**src/rtl/lsu_pkg.sv**
```systemverilog
// Shared encodings for the load/store unit: access sizes, sequencer states and
// request legality rules.
package lsu_pkg;

  localparam int unsigned LSU_DATA_W = 32;
  localparam int unsigned LSU_ADDR_W = 32;

  typedef enum logic [1:0] {
    SIZE_BYTE = 2'b00,
    SIZE_HALF = 2'b01,
    SIZE_WORD = 2'b10,
    SIZE_RSVD = 2'b11
  } size_e;

  typedef enum logic [2:0] {
    IDLE  = 3'd0,
    RD_HI = 3'd1,
    RD_LO = 3'd2,
    WR_HI = 3'd3,
    WR_LO = 3'd4,
    DONE  = 3'd5
  } state_e;

  // A request is rejected when it is ambiguous, reserved, or misaligned.
  function automatic logic req_illegal(input logic rd, input logic wr,
                                       input logic [1:0] sz, input logic [1:0] off);
    return (rd && wr) ||
           (sz == SIZE_RSVD) ||
           ((sz == SIZE_HALF) && off[0]) ||
           ((sz == SIZE_WORD) && (off != 2'b00));
  endfunction

endpackage

```
**src/rtl/lsu_byte_lane.sv**
```systemverilog
// Big-endian lane extraction/extension for loads and lane merge for stores.
module lsu_byte_lane
  import lsu_pkg::*;
(
  input  logic [LSU_DATA_W-1:0] word,
  input  logic [1:0]            offset,
  input  size_e                 size,
  input  logic                  is_signed,
  input  logic [LSU_DATA_W-1:0] store_data,
  output logic [LSU_DATA_W-1:0] load_value_c,
  output logic [LSU_DATA_W-1:0] merged_c
);

  logic [7:0]  byte_sel;
  logic [15:0] half_sel;

  // Offset 0 is the most significant byte of the word.
  always_comb begin
    byte_sel = word[7:0];
    case (offset)
      2'd0:    byte_sel = word[31:24];
      2'd1:    byte_sel = word[23:16];
      2'd2:    byte_sel = word[15:8];
      default: byte_sel = word[7:0];
    endcase
    half_sel = offset[1] ? word[15:0] : word[31:16];
  end

  always_comb begin
    load_value_c = word;
    case (size)
      SIZE_BYTE: load_value_c = {{24{is_signed & byte_sel[7]}}, byte_sel};
      SIZE_HALF: load_value_c = {{16{is_signed & half_sel[15]}}, half_sel};
      default:   load_value_c = word;
    endcase
  end

  always_comb begin
    merged_c = word;
    case (size)
      SIZE_BYTE: begin
        case (offset)
          2'd0:    merged_c[31:24] = store_data[7:0];
          2'd1:    merged_c[23:16] = store_data[7:0];
          2'd2:    merged_c[15:8]  = store_data[7:0];
          default: merged_c[7:0]   = store_data[7:0];
        endcase
      end
      SIZE_HALF: begin
        if (offset[1]) merged_c[15:0]  = store_data[15:0];
        else           merged_c[31:16] = store_data[15:0];
      end
      SIZE_WORD: merged_c = store_data;
      default:   merged_c = word;
    endcase
  end

endmodule

```
**src/rtl/load_store_unit.sv**
```systemverilog
// MEM-stage sequencer for the edge-strobed data memory: handles loads, word
// stores and read-modify-write sub-word stores, rejecting illegal requests.
module load_store_unit
  import lsu_pkg::*;
#(
  parameter int unsigned WORD_ADDR_W = 7,
  parameter int unsigned DATA_W      = LSU_DATA_W
) (
  input  logic                   clk,
  input  logic                   resetN,
  input  logic                   memRead,
  input  logic                   memWrite,
  input  logic [1:0]             size,
  input  logic                   loadSigned,
  input  logic [LSU_ADDR_W-1:0]  addr,
  input  logic [DATA_W-1:0]      storeData,
  output logic [DATA_W-1:0]      loadData,
  output logic                   done,
  output logic                   err,
  output logic                   busy,
  output logic [WORD_ADDR_W-1:0] memAddress,
  output logic [DATA_W-1:0]      memWriteData,
  output logic                   trigWrite,
  output logic                   trigRead,
  input  logic [DATA_W-1:0]      readData
);

  state_e            state;
  logic              req_write;
  size_e             req_size;
  logic [1:0]        req_offset;
  logic              req_signed;
  logic [DATA_W-1:0] req_store;
  logic [DATA_W-1:0] lane_load_c;
  logic [DATA_W-1:0] lane_merged_c;

  // Address bits above the memory depth wrap and are deliberately ignored.
  logic unused_addr_bits;
  assign unused_addr_bits = &{1'b0, addr[LSU_ADDR_W-1:WORD_ADDR_W+2]};

  lsu_byte_lane u_lane (
    .word        (readData),
    .offset      (req_offset),
    .size        (req_size),
    .is_signed   (req_signed),
    .store_data  (req_store),
    .load_value_c(lane_load_c),
    .merged_c    (lane_merged_c)
  );

  always_ff @(posedge clk or negedge resetN) begin
    if (!resetN) begin
      state        <= IDLE;
      busy         <= 1'b0;
      done         <= 1'b0;
      err          <= 1'b0;
      trigRead     <= 1'b0;
      trigWrite    <= 1'b0;
      loadData     <= '0;
      memWriteData <= '0;
      memAddress   <= '0;
      req_write    <= 1'b0;
      req_size     <= SIZE_BYTE;
      req_offset   <= 2'b00;
      req_signed   <= 1'b0;
      req_store    <= '0;
    end else begin
      // Strobes and completion flags are single-cycle pulses by default.
      trigRead  <= 1'b0;
      trigWrite <= 1'b0;
      done      <= 1'b0;
      err       <= 1'b0;
      busy      <= 1'b1;
      case (state)
        IDLE: begin
          if (memRead || memWrite) begin
            memAddress <= addr[WORD_ADDR_W+1:2];
            req_write  <= memWrite;
            req_size   <= size_e'(size);
            req_offset <= addr[1:0];
            req_signed <= loadSigned;
            req_store  <= storeData;
            if (req_illegal(memRead, memWrite, size, addr[1:0])) begin
              state <= DONE;
              done  <= 1'b1;
              err   <= 1'b1;
            end else if (memWrite && (size_e'(size) == SIZE_WORD)) begin
              state        <= WR_HI;
              trigWrite    <= 1'b1;
              memWriteData <= storeData;
            end else begin
              state    <= RD_HI;
              trigRead <= 1'b1;
            end
          end else begin
            busy <= 1'b0;
          end
        end
        RD_HI: state <= RD_LO;
        RD_LO: begin
          if (req_write) begin
            state        <= WR_HI;
            trigWrite    <= 1'b1;
            memWriteData <= lane_merged_c;
          end else begin
            state    <= DONE;
            done     <= 1'b1;
            loadData <= lane_load_c;
          end
        end
        WR_HI: state <= WR_LO;
        WR_LO: begin
          state <= DONE;
          done  <= 1'b1;
        end
        DONE: begin
          state <= IDLE;
          busy  <= 1'b0;
        end
        default: begin
          state <= IDLE;
          busy  <= 1'b0;
        end
      endcase
    end
  end

endmodule

```
**config.mk**
```make
export PLATFORM = sky130hd
export DESIGN_NAME = load_store_unit
export DESIGN_NICKNAME = d
export VERILOG_FILES = /design/src/rtl/lsu_pkg.sv /design/src/rtl/lsu_byte_lane.sv /design/src/rtl/load_store_unit.sv
export SDC_FILE = /design/constraint.sdc
export NUM_CORES = 1
export LEC_CHECK = 0
export ABC_CLOCK_PERIOD_IN_PS = 4700
export BUFFER_PORTS_ARGS = -buffer_cell sky130_fd_sc_hd__buf_2
export CORE_MARGIN = 1
export CORE_UTILIZATION = 27
export DETAILED_ROUTE_END_ITERATION = 7
export RECOVER_POWER = 25
export SLEW_MARGIN = 40
export SYNTH_ARGS = -nofsm -noshare
export SYNTH_HDL_FRONTEND = slang
export SYNTH_SLANG_ARGS = --single-unit
```
**constraint.sdc**
```tcl
create_clock -name clk -period 4.7 [get_ports clk]
set_input_delay 0.94 -clock clk [delete_from_list [all_inputs] [get_ports clk]]
set_output_delay 0.94 -clock clk [all_outputs]
set_load 0.02 [all_outputs]
```
==> results_dict.tcl <==
set metrics [dict create \
    power_uw 5730 \
    numCtsBuffers 17 \
    setup_violations 0 \
    synth_flop_cell "dfrtp_1" \
    switchingPower_uw 2410 \
    routed_wirelength_mm 20.1 \
    fin_hold_ws_ns 0.470 \
    grt_use_met3_pct 5.03 \
    p_seq_share_pct 33.2 \
    drv_slew 79 \
    netlist_instances 608 \
    p_leak_uw 0.00353 \
    start_util_pct 27.7 \
    violations "capacitance limit, slew limit" \
    grtUsageMet1_pct 24.5 \
    end_kind "register" \
    io_pins 179 \
    p_int_uw 3320 \
    grt_usage_pct 18.7 \
    worst_pin_slew_ns 2.08 \
    max_slew_margin_pct -38.9 \
    clk_pin_slew_ns 0.06 \
    crit_required_ns 5.02 \
    dieArea_um2 22400 \
    cts_root_buf "clkbuf_16" \
    start_kind "register" \
    drive_gt1_share_pct 31.7 \
    core_um2 21200 \
    seq_area_frac_synth_pct 49.7 \
    max_freq_mhz 413 \
    gp_congestion 0.833 \
    row_count 53 \
    drcViolationCount 0 \
    layout_common_cells "buf_2, dfrtp_1, nand2_1" \
    hold_violations 0 \
    final_core_util_pct 35.3 \
    swShare_pct 42.1 \
    hp-class "reg -> reg" \
    path_class "reg -> reg" \
    fin_nets 843 \
    syn_area_per_cell_um2 9.68 \
    irDropWorstVdd_mv 0.325 \
    grt_setup_unrepaired "no" \
    cts_tree "built" \
    status "finished, violations left" \
    fin_worst_skew_ns 0.00656 \
    synth_edf_count 0 \
    top_usage_layer "met2" \
    final_common_cell "buf_2" \
    vias 5277 \
    ys_ff_latch 117 \
    critPathMaxFanout 39 \
    area_delta_synth_final_pct 27.1 \
    hpwl_mm 14.3 \
    holdBufCountCts 0 \
    antenna_found_initial 5 \
    seqCellArea_um2 2930 \
    timing.final.crit_share_pct 51.5 \
    die_h_um 150 \
    viasPerCell 5.12 \
    yosysWarnings 0 \
    fp.dieW_um 150 \
    crit_arrival_ns 2.75 \
    grt_max_degree 80 \
    clock_latency_ns 0.42 \
    min_period_ns 2.42 \
    crit_slowest_cell "dfrtp_2" \
    cts_setup_buffers 0 \
    wire_per_inst_um 19.5 \
    ant_nets 0 \
    path_cells "nor2_2 -> nor3_2 -> nor2_1 -> a21oi_1 -> o31ai_1" \
    syn_nets 711 \
    p_comb_share_pct 42.8 \
    fill_cells 2206 \
    met2_usage_pct 28.6 \
    pwr-share-clk_pct 23.9 \
    maxCapViolations 1 \
    tns_ns 0 \
    htreeDepth 4 \
    first_global_vias 5186 \
    multi_input_area_um2 2670 \
    yosys.cell_types.count 44 \
    drtPass1Iterations 7 \
    syn_area_um2 5890 \
    post_cts_resized 0 \
    grt_pass1_wl_mm 30.9 \
    power_density_nw_per_um2 766 \
    slowest_delay_ns 0.64 \
    port_buffers 155 \
    grt_remaining_overflow 0 \
    cts.sinks 117 \
    drt_iter0_drc 356 \
    async_flop_share_pct 100 \
    clockBufferDepth 2 \
]
[power by group through the flow]
stage                     clock, uW  combinational, uW  sequential (uW)
after floorplan                   0               1440             2120
after global placement            0               2420             1890
after detailed placement          0               2460             1910
after CTS                      1400               2470             1900
after global routing           1440               2700             1970
final                          1370               2450             1910
[sequential cells by signal (all words and copies together) (netlist names)]
register	count
trigWrite	1
done	1
memAddress	7
req_store	32
err	1
state	3
loadData	32
req_write	1
busy	1
req_signed	1
req_offset	2
req_size	2
trigRead	1
memWriteData	32
[cells by family (layout without fill, tap and decap cells)]
family,count (synthesis),in the layout,synth area share [%]
flops,117,117,49.7
simple gates,208,208,16.2
other cells,0,2,0
buf+inv,68,213,5.18
compound gates,166,166,19.6
mux,49,49,9.31
[path summary, 6_finish.rpt]
check	cells after the start	from	slack [ns]	endpoint
min in group asynchronous	1	resetN	1.13	memWriteData[29]$_DFFE_PN0P_
worst min register to register	2	memWriteData[28]$_DFFE_PN0P_	0.47	memWriteData[28]$_DFFE_PN0P_
worst max register to register	5	req_size[0]$_DFFE_PN0P_	2.28	memWriteData[20]$_DFFE_PN0P_
worst max-delay path	5	req_size[0]$_DFFE_PN0P_	2.28	memWriteData[20]$_DFFE_PN0P_
max in group asynchronous	1	resetN	2.36	loadData[23]$_DFFE_PN0P_
worst min-delay path	2	memWriteData[28]$_DFFE_PN0P_	0.47	memWriteData[28]$_DFFE_PN0P_
[through the flow]
stage	setup slack, ns	instances	instance area (um2)
2_1_floorplan	2.61	608	5890
3_3_place_gp	1.88	995	6850
3_5_place_dp	2.12	996	6880
4_1_cts	2.31	1028	7490
5_1_grt	1.92	1029	7480
6_report	2.28	1030	7490
[critical path: cells and delay by family, from the launching register on]
family / cells / cell delay [ns]
and+or+nand+nor: 3 / 1.25
AOI/OAI and AO/OA: 2 / 0.42
DFF: 1 / 0.64
[routing by layer]
metal / vias up / part of all wire, %
li1: 2488 / -
met5: - / 0.20
met2: 214 / 46
met1: 2536 / 44
met3: 33 / 7.3
met4: 6 / 2.3
[cell usage after synthesis (all sizes together) (2+ instances only)]
| cell type | n | area share [%] |
|---|---|---|
| a31oi | 2 | 0.21 |
| nor2 | 39 | 2.6 |
| mux2 | 36 | 6.9 |
| a21o | 10 | 1.3 |
| inv | 17 | 1.1 |
| mux2i | 12 | 2.0 |
| a22oi | 10 | 1.3 |
| o31ai | 10 | 1.3 |
| and2 | 2 | 0.21 |
| a211oi | 8 | 1.0 |
| nor2b | 4 | 0.42 |
| nand2 | 87 | 5.5 |
| buf | 26 | 2.5 |
| nand3 | 40 | 3.4 |
| or2 | 2 | 0.21 |
| a22o | 8 | 1.2 |
| dfrtp | 117 | 50 |
| or3 | 6 | 0.64 |
| o21ai | 31 | 2.6 |
| clkbuf | 25 | 1.6 |
| a2111oi | 8 | 1.2 |
| a32oi | 6 | 0.89 |
| nor3 | 12 | 1.1 |
| o211ai | 8 | 1.0 |
| a221o | 8 | 1.4 |
| o22ai | 9 | 0.96 |
| o2bb2ai | 7 | 1.0 |
| nor4 | 9 | 0.96 |
| a221oi | 8 | 1.2 |
| and3b | 2 | 0.30 |
| a21oi | 32 | 2.9 |
[area by class of cell]
class,instances,share of cell area (%)
Clock inverter,10,2.06
Tap cell,275,4.60
Sequential cell,117,39.1
Multi-Input combinational cell,423,35.7
Clock buffer,22,6.07
Inverter,17,0.852
Timing Repair Buffer,164,11.5
Antenna cell,2,0.0669
(Power assumes the default switching activity.)
